### src/rtl/fft_pkg.sv
// Shared definitions for the R2SDF butterfly stage: width helpers, complex sample type, phase codes.
// FFT_SCALE_EN selects the 1/2-per-stage scaled datapath (OW = W) instead of full growth (OW = W+1).
package fft_pkg;

    typedef enum logic {
        PH_FILL = 1'b0,
        PH_BFLY = 1'b1
    } phase_e;

    function automatic int unsigned calc_w(input int unsigned n);
        return 32'd1 << n;
    endfunction

    function automatic int unsigned calc_ow(input int unsigned n);
`ifdef FFT_SCALE_EN
        return calc_w(n);
`else
        return calc_w(n) + 32'd1;
`endif
    endfunction

    localparam int unsigned DEF_N  = 3;
    localparam int unsigned DEF_OW = calc_ow(DEF_N);

    // Complex sample at the default configuration; parameterised stages build their own.
    typedef struct packed {
        logic signed [DEF_OW-1:0] re;
        logic signed [DEF_OW-1:0] im;
    } cplx_t;

endpackage

### src/rtl/fft_sdf_delay_line.sv
// Feedback delay memory for one SDF stage: single address, read-before-write, storage not reset.
module sdf_delay_line #(
    parameter int unsigned DEPTH_LOG2 = 2,
    parameter int unsigned WIDTH      = 18
) (
    input  logic                  clk,
    input  logic                  we,
    input  logic [DEPTH_LOG2-1:0] addr,
    input  logic [WIDTH-1:0]      wdata,
    output logic [WIDTH-1:0]      rdata
);

    localparam int unsigned DEPTH = 32'd1 << DEPTH_LOG2;

    logic [WIDTH-1:0] mem [DEPTH];

    // Combinational read returns the old word; the write lands on the clock edge.
    assign rdata = mem[addr];

    always_ff @(posedge clk) begin
        if (we) begin
            mem[addr] <= wdata;
        end
    end

endmodule

### src/rtl/fft_sdf_stage.sv
// Streaming radix-2 single-path delay-feedback butterfly stage with a one-deep output register.
// Build with FFT_SCALE_EN defined for floor(x/2) scaling of every sum and difference.
module fft_sdf_stage
    import fft_pkg::*;
#(
    parameter int unsigned N          = 3,
    parameter int unsigned LOG2_DELAY = 2,
    localparam int unsigned W         = calc_w(N),
    localparam int unsigned OW        = calc_ow(N)
) (
    input  logic          clk,
    input  logic          rst_n,
    input  logic          in_valid,
    output logic          in_ready,
    input  logic          in_sof,
    input  logic [W-1:0]  in_r,
    input  logic [W-1:0]  in_i,
    output logic          out_valid,
    input  logic          out_ready,
    output logic          out_sof,
    output logic [OW-1:0] out_r,
    output logic [OW-1:0] out_i,
    output logic          sync_err
);

    localparam int unsigned D  = 32'd1 << LOG2_DELAY;
    localparam int unsigned CW = LOG2_DELAY + 1;
    localparam int unsigned XW = OW + 1;

    typedef struct packed {
        logic signed [OW-1:0] re;
        logic signed [OW-1:0] im;
    } sample_t;

    logic [CW-1:0]         cnt, cnt_nxt;
    logic                  primed, primed_nxt;
    logic                  out_valid_nxt, out_sof_nxt, sync_err_nxt;
    logic [OW-1:0]         out_r_nxt, out_i_nxt;
    logic                  step, resync, we;
    logic [LOG2_DELAY-1:0] addr;
    phase_e                phase;
    sample_t               in_s, rd, wr;
    logic signed [XW-1:0]  sum_r, sum_i, dif_r, dif_i;

    function automatic logic [OW-1:0] scale(input logic signed [XW-1:0] x);
`ifdef FFT_SCALE_EN
        return OW'(x >>> 1);
`else
        return OW'(x);
`endif
    endfunction

    assign in_ready = out_ready | ~out_valid;
    assign step     = in_valid & in_ready;
    assign resync   = step & in_sof & (cnt != '0);

    // A resync sample is handled as index 0 of a fresh frame.
    assign addr  = resync ? '0 : cnt[LOG2_DELAY-1:0];
    assign phase = resync ? PH_FILL : phase_e'(cnt[CW-1]);

    assign in_s.re = OW'($signed(in_r));
    assign in_s.im = OW'($signed(in_i));

    assign sum_r = XW'($signed(rd.re)) + XW'($signed(in_s.re));
    assign sum_i = XW'($signed(rd.im)) + XW'($signed(in_s.im));
    assign dif_r = XW'($signed(rd.re)) - XW'($signed(in_s.re));
    assign dif_i = XW'($signed(rd.im)) - XW'($signed(in_s.im));

    sdf_delay_line #(
        .DEPTH_LOG2(LOG2_DELAY),
        .WIDTH     (2 * OW)
    ) u_delay (
        .clk  (clk),
        .we   (we),
        .addr (addr),
        .wdata(wr),
        .rdata(rd)
    );

    always_comb begin
        cnt_nxt       = cnt;
        primed_nxt    = primed;
        out_valid_nxt = out_valid & ~out_ready;
        out_sof_nxt   = out_sof & out_valid & ~out_ready;
        out_r_nxt     = out_r;
        out_i_nxt     = out_i;
        sync_err_nxt  = sync_err;
        we            = 1'b0;
        wr            = in_s;
        if (step) begin
            we          = 1'b1;
            cnt_nxt     = cnt + CW'(1);
            out_sof_nxt = 1'b0;
            if (resync) begin
                cnt_nxt       = CW'(1);
                primed_nxt    = 1'b0;
                out_valid_nxt = 1'b0;
                sync_err_nxt  = 1'b1;
            end else if (phase == PH_FILL) begin
                // Drain the previous frame's difference while storing the new sample.
                out_valid_nxt = primed;
                if (primed) begin
                    out_r_nxt = rd.re;
                    out_i_nxt = rd.im;
                end
            end else begin
                wr.re         = scale(dif_r);
                wr.im         = scale(dif_i);
                out_valid_nxt = 1'b1;
                out_r_nxt     = scale(sum_r);
                out_i_nxt     = scale(sum_i);
                out_sof_nxt   = (cnt == CW'(D));
                if (cnt == '1) begin
                    primed_nxt = 1'b1;
                end
            end
        end
    end

    always_ff @(posedge clk or negedge rst_n) begin
        if (!rst_n) begin
            cnt       <= '0;
            primed    <= 1'b0;
            out_valid <= 1'b0;
            out_sof   <= 1'b0;
            out_r     <= '0;
            out_i     <= '0;
            sync_err  <= 1'b0;
        end else begin
            cnt       <= cnt_nxt;
            primed    <= primed_nxt;
            out_valid <= out_valid_nxt;
            out_sof   <= out_sof_nxt;
            out_r     <= out_r_nxt;
            out_i     <= out_i_nxt;
            sync_err  <= sync_err_nxt;
        end
    end

endmodule

### config.mk
export PLATFORM = sky130hd
export DESIGN_NAME = fft_sdf_stage
export DESIGN_NICKNAME = d
export VERILOG_FILES = /design/src/rtl/fft_pkg.sv /design/src/rtl/fft_sdf_delay_line.sv /design/src/rtl/fft_sdf_stage.sv
export SDC_FILE = /design/constraint.sdc
export NUM_CORES = 1
export LEC_CHECK = 0
export ABC_AREA = 1
export CAP_MARGIN = 20
export CORE_ASPECT_RATIO = 2
export CORE_UTILIZATION = 59
export DETAILED_ROUTE_END_ITERATION = 10
export GPL_ROUTABILITY_DRIVEN = 0
export PLACE_DENSITY = 0.76
export SYNTH_ARGS = -nofsm -noshare
export SYNTH_HDL_FRONTEND = slang
export SYNTH_SLANG_ARGS = --single-unit
### constraint.sdc
create_clock -name clk -period 4.44 [get_ports clk]
set_input_delay 0.444 -clock clk [delete_from_list [all_inputs] [get_ports clk]]
set_output_delay 0.444 -clock clk [all_outputs]
set_load 0.01 [all_outputs]
==> flow_metrics.env, run 1 <==
export IMPL_status="complete, no violations"
export IMPL_wl_per_cell_um=18.4
export IMPL_hold_buffers=0
export IMPL_via_per_inst=5.69
export IMPL_powerDensity_mw_per_mm2=683
export IMPL_yosys_top_cells_area="edfxtp_1, dfrtp_1, nand2_1"
export IMPL_die_area_mm2=0.0102
export IMPL_grt_max_degree=26
export IMPL_finalSetupTns_ns=0
export IMPL_ys_ff_latch=97
export IMPL_worstSetupPathType="reg -> reg"
export IMPL_hold_end="sync_err"
export IMPL_holdPathStages=1
export IMPL_grt_use_total_pct=31.4
export IMPL_grt_setup_unrepaired="false"
export IMPL_slew_violations=0
export IMPL_port_buffers=42
export IMPL_antenna_found_initial=0
export IMPL_min_period_ns=4.12
export IMPL_ys_types=49
export IMPL_htreeDepth=3
export IMPL_cp_arrival_ns=4.21
export IMPL_final_util_pct=69.4
export IMPL_post_cts_repair_setup_buffers=0
export IMPL_multiInputGateArea_mm2=0.00251
export IMPL_synth_net_count=697
export IMPL_layout_drive_gt1_share_pct=8.82
export IMPL_hold_slack_ns=0.474
export IMPL_cts_sinks=97
export IMPL_fillers=736
export IMPL_drt_iter0_drc=333
export IMPL_fin_skew_ns=0.00901
export IMPL_dr_pass1_iters=5
export IMPL_clk_latency_ns=0.35
export IMPL_io_pins=43
export IMPL_cpMostUsedCell="nand2_1"
export IMPL_synthToLayoutAreaGrowth_pct=13.9
export IMPL_place_ws_ns=0.314
export IMPL_worst_setup_path_start_kind="register"
export IMPL_grt_pass1_wl_um=23500
export IMPL_peakVddDrop_uv=377
export IMPL_syn_area_mm2=0.00576
export IMPL_tightest_slew_ns=0.821
export IMPL_cts_tree="done"
export IMPL_ys_flop_type="edfxtp_1"
export IMPL_routed_wl_um=14900
export IMPL_cpPeakStageDelay_ns=0.56
export IMPL_clk_pin_slew_ns=0.07
export IMPL_reg2reg_slack_ns=0.32
export IMPL_finalCritPeriodShare_pct=92.8
export IMPL_r2r_start="cnt[1]"
export IMPL_yosys_top_cells_count="nand2_1, inv_1, edfxtp_1"
export IMPL_r2r_cells=20
export IMPL_die_w_um=71.9
export IMPL_r2r_end="u_delay.mem[0][6]"
export IMPL_synthMostInstantiatedCell="nand2_1"
export IMPL_dieHeight_um=142
export IMPL_cpMaxStageDelayCell="dfrtp_1"
export IMPL_required_ns=4.53
export IMPL_worstHoldStart="sync_err"
export IMPL_syn_inst=637
export IMPL_drc=0
export IMPL_cts_root_buf="clkbuf_16"
export IMPL_fin_ws_ns=0.318
export IMPL_syn_area_per_cell_um2=9.04
export IMPL_max_freq_ghz=0.243
export IMPL_nets=735
export IMPL_relSlewSlack_pct=45.2
export IMPL_synthDominantCellAreaShare_pct=37.5
export IMPL_dp_cells=794
export IMPL_hold_class="reg -> reg"
export IMPL_clock_path_buffers=2
export IMPL_yosys_area_top_type="edfxtp_1"
export IMPL_synth_edf_count=72
export IMPL_ys_warn_count=0
export IMPL_vias=4605
export IMPL_critPathLaunch="cnt[1]"
export IMPL_final_seq_area_mm2=0.00279
export IMPL_detail_route_antenna_nets=0
export IMPL_placementRows=50
export IMPL_cts_made_buffers=9
export IMPL_crit_path_end_kind="register"
export IMPL_setup_viol=0
export IMPL_initial_core_util_pct=61.0
export IMPL_dpl_hpwl_um=10900
export IMPL_synth_seq_area_share_pct=48.4
export IMPL_first_global_vias=4753
export IMPL_core_mm2=0.00945
export IMPL_cp_max_fo=9
export IMPL_grt_ovfl_total=0
export IMPL_diodes=0
export IMPL_synth_async_sr_flop_share_pct=25.8
export IMPL_cellLeakagePower_uw=0.00291
export IMPL_stdcell_count=810
export IMPL_crit_chain="inv_2 > ha_1 > a21oi_4 > nand2_8 > nand2_4 > nor2_1 > nand2_1 > and2_1 > nand3_1 > inv_1 > ha_1 > inv_1 > fa_1 > a21oi_1 > o21ai_0 > nand2_1 > nand2_1 > a21oi_1 > xor2_1 > o21ai_0"
export IMPL_hold_viol_final=0
export IMPL_cts_resized=0
export IMPL_cap_violations=0
[per-layer routing]
metal,wire length [µm],global-route usage (%),vias up
met5,0,0,-
li1,-,-,2178
met3,576,4.83,72
met2,8080,57.9,175
met1,5120,30.6,2180
met4,1120,22.8,0
[logic make-up after synthesis]
| logic type | count (synthesis) | synth area share (%) |
|---|---|---|
| DFF | 97 | 48.4 |
| buffers and inverters | 110 | 8.06 |
| and+or+nand+nor | 273 | 21.2 |
| xor gates and xnor gates | 9 | 1.37 |
| adders and majority gates | 39 | 9.00 |
| AOI/OAI and AO/OA | 109 | 12.0 |
[how the worst max path moves through the flow]
stage,end,slack (ns),cells after the start
global placement,u_delay.mem[0][8],0.47,19
floorplan,u_delay.mem[0][16],1.0,24
detailed placement,u_delay.mem[2][6],0.31,19
finish,u_delay.mem[0][6],0.32,20
CTS,u_delay.mem[1][6],0.38,20
global route,u_delay.mem[3][16],0.04,16
[registers in the layout, indices dropped and copies added (netlist names)]
signal and count:
out_valid 1, out_i 9, sync_err 1, u_delay.mem 72, cnt 3, primed 1
out_sof 1, out_r 9
[layout make-up]
cell class	count	area share (%)
Clock inverter	6	0.935
Multi-Input combinational cell	430	38.2
Tap cell	130	2.48
Clock buffer	10	3.64
Sequential cell	97	42.5
Inverter	89	5.13
Timing Repair Buffer	48	7.10
[worst max-delay path: cells and delay by family, from the launching register on]
family | cells | cell delay (ns)
buf+inv | 3 | 0.28
fa+ha+maj | 3 | 0.86
compound gates | 5 | 1.24
xor+xnor | 1 | 0.08
simple gates | 8 | 0.85
flops | 1 | 0.56
[layout by cell type (no fill, tap or decap), types with 6 or more instances in the layout]
master | synthesis | layout
a21oi_1 | 39 | 39
buf_4 | 1 | 6
clkbuf_16 | 0 | 9
clkdlybuf4s50_1 | 0 | 42
dfrtp_1 | 25 | 25
edfxtp_1 | 72 | 72
ha_1 | 35 | 35
inv_1 | 83 | 83
nand2_1 | 147 | 147
nand3_1 | 40 | 40
nor2_1 | 56 | 56
o211ai_1 | 6 | 6
o211ai_2 | 6 | 6
o21ai_0 | 36 | 36
xor2_1 | 7 | 7
[metrics by stage]
step / cell area, µm² / power (µW)
floorplan: 5760 / 2980
global placement: 6260 / 3600
detailed placement: 6260 / 3680
CTS: 6560 / 4460
global route: 6560 / 4790
finish: 6560 / 4480
[where the power goes]
| part | total (µW) | internal [µW] | switching [µW] |
|---|---|---|---|
| Sequential | 1300 | 1210 | 92.8 |
| Combinational | 2400 | 849 | 1550 |
| Clock | 776 | 409 | 367 |
(Power assumes the default switching activity.)
==> run 2, diff against run 1 <==
Settings changed: SLEW_MARGIN from default to 20.
==> results of run 2 <==
Same layout as run 1: the final DEF is identical, and so are final timing and power.
==> variant, RTL diff (config.mk and constraints of run 1) <==
The option `FFT_SCALE_EN` is turned on by a define.
--- a/src/rtl/fft_pkg.sv
+++ b/src/rtl/fft_pkg.sv
@@ -1,5 +1,7 @@
 // Shared definitions for the R2SDF butterfly stage: width helpers, complex sample type, phase codes.
 // FFT_SCALE_EN selects the 1/2-per-stage scaled datapath (OW = W) instead of full growth (OW = W+1).
+`define FFT_SCALE_EN
+
 package fft_pkg;
 
     typedef enum logic {
Ports: changed (resized out_i and out_r); port bits go from 43 to 41. No check against the original RTL was run, so the function may have changed too.
==> variant against run 1 <==
Worst setup slack gained 0.20 ns. Total power is 12% lower. Sequential cell count shrank 10. Hold slack got worse by 0.17 ns. Area after synthesis shrank 13%. Wire length fell by 17%. Final area decreased by 12%. First-iteration DRC count is 20% lower. Critical path type unchanged.
==> variant: results (changes against run 1) <==
| Metric | Value |
|---|---|
| PortBufs | `40 (was 42)` |
| Vias per cell | `5.82 (was 5.69)` |
| Post-CTS Setup Bufs | `0 (unchanged)` |
| Setup Skew | `0.00912 ns (was 0.00901 ns)` |
| Syn. warnings | `0 (unchanged)` |
| Sequential fraction of the synthesis area | `50.0% (was 48.4%)` |
| Critical path data arrival time | `4.19 ns (was 4.21 ns)` |
| Crit path launch | `cnt[1] (unchanged)` |
| EDFF count, synth | `64 (was 72)` |
| Final #Nets | `643 (was 735)` |
| First-pass GRT wire length | `19200 µm (was 23500 µm)` |
| Outcome | `finished, final reports clean (unchanged)` |
| Drt pass-1 iters | `5 (unchanged)` |
| Vias in the first global route | `3959 (was 4753)` |
| Worst-skew pair later-pin latency | `0.35 ns (about the same)` |
| CP max FO | `13 (was 9)` |
| FF+latch area | `2500 µm² (was 2790 µm²)` |
| Final wirelength | `12400 µm (was 14900 µm)` |
| Layout fillers | `662 (was 736)` |
| Post-synth top cells | `107 x nand2_1, 70 x inv_1, 64 x edfxtp_1 (was 147 x nand2_1, 83 x inv_1, 72 x edfxtp_1)` |
| Max IR drop VDD | `368 µV (was 377 µV)` |
| Leakage | `0.00254 µW (was 0.00291 µW)` |
| Hold WC Path Type | `primary input to async pin (was register to register)` |
| Number of distinct library cells after synthesis | `44 (was 49)` |
| CP endpoint kind | `register (unchanged)` |
| Reg clk slew, reported paths | `0.07 ns (about the same)` |
| Synth area leaders | `edfxtp_1 39%, dfrtp_1 12%, nand2_1 8.0%, ha_1 7.8%, inv_1 5.3% (was edfxtp_1 38%, dfrtp_1 11%, nand2_1 9.6%, ha_1 7.6%, inv_1 5.4%)` |
| Layout cells sized above 1 | `8.45% (was 8.82%)` |
| Slowest stage cell, crit path | `o221ai_1 (was dfrtp_1)` |
| Top FF cell, synth | `edfxtp_1 (unchanged)` |
| # H-tree levels | `3 (unchanged)` |
| R2R cell count | `19 (was 20)` |
| 1st-iter DRT viols | `267 (was 333)` |
| Cell family with most CP delay | `compound AO/OA/AOI/OAI gates (unchanged)` |
| Num CTS Buffers | `9 (unchanged)` |
| Slowest Stage Delay on Critical Path | `0.46 ns (was 0.56 ns)` |
| Biggest regs | `u_delay.mem x64, out_i x8, out_r x8 (was u_delay.mem x72, out_i x9, out_r x9)` |
| Final HPWL DP | `9210 µm (was 10900 µm)` |
| R2r endpoint | `out_r[7] (was u_delay.mem[0][6])` |
| Clock Path Buffers | `2 (unchanged)` |
| DP Area | `5480 µm² (was 6260 µm²)` |
| Ant. Diodes | `0 (unchanged)` |
| Pin count of the biggest net entering global routing | `26 (unchanged)` |
| Syn_nets | `599 (was 697)` |
| Initial antenna violation count | `0 (unchanged)` |
| Async set or reset register ratio after synthesis | `26.4% (was 25.8%)` |
| CTS Root Buffer Type | `clkbuf_16 (unchanged)` |
| Post-CTS resize count | `0 (unchanged)` |
| Worst slew pin tran | `0.961 ns (was 0.821 ns)` |
| Setup_tns | `0 ns (unchanged)` |
| Flop2flop setup slack | `0.52 ns (was 0.32 ns)` |
| Total track usage | `30.2% (was 31.4%)` |
variant: power breakdown:
group          switching (µW)  internal [µW]  total (µW)
Combinational            1320            745        2070
Clock                     316            379         695
Sequential               75.0           1090        1170
Total                    1710           2220        3930
variant: area by class of cell:
type / count / area share [%]
sequential: 87 / 43.3
clock buffer: 9 / 3.90
timing repair buffer: 47 / 7.98
inverter: 78 / 5.07
multi-input combinational: 364 / 36.8
tap: 98 / 2.13
clock inverter: 7 / 0.802
variant: through the flow:
step                worst slack (ns)  cells  utilization [%]
floorplan                       1.18    543                -
global placement               0.384    673             66.6
detailed placement             0.330    673             66.6
CTS                            0.501    689             69.9
global route                   0.203    690             70.1
finish                         0.516    690             70.1
variant: routing by layer:
layer / global-route usage [%] / wire length, µm
met1: 29.0 / 4190
met2: 55.3 / 7150
met3: 4.93 / 424
met4: 19.5 / 657
met5: 0 / 0
variant: logic make-up after synthesis:
group / count (synthesis) / synth area share (%)
and+or+nand+nor: 221 / 19.1
DFF: 87 / 50.0
buffers and inverters: 92 / 7.50
AOI/OAI and AO/OA: 99 / 12.4
xor gates and xnor gates: 8 / 1.40
adders and majority gates: 35 / 9.38
muxes: 1 / 0.201
variant: how the worst min path moves through the flow:
| stage | startpoint | to | slack, ns | cells past startpoint |
|---|---|---|---|---|
| after global routing | rst_n | cnt[1] | 0.31 | 1 |
| after CTS | out_r[2] | out_r[2] | 0.48 | 2 |
| after global placement | sync_err | sync_err | 0.46 | 1 |
| after detailed placement | out_r[2] | out_r[2] | 0.47 | 2 |
| after floorplan | rst_n | cnt[0] | 0.15 | 0 |
| final | rst_n | cnt[0] | 0.30 | 1 |
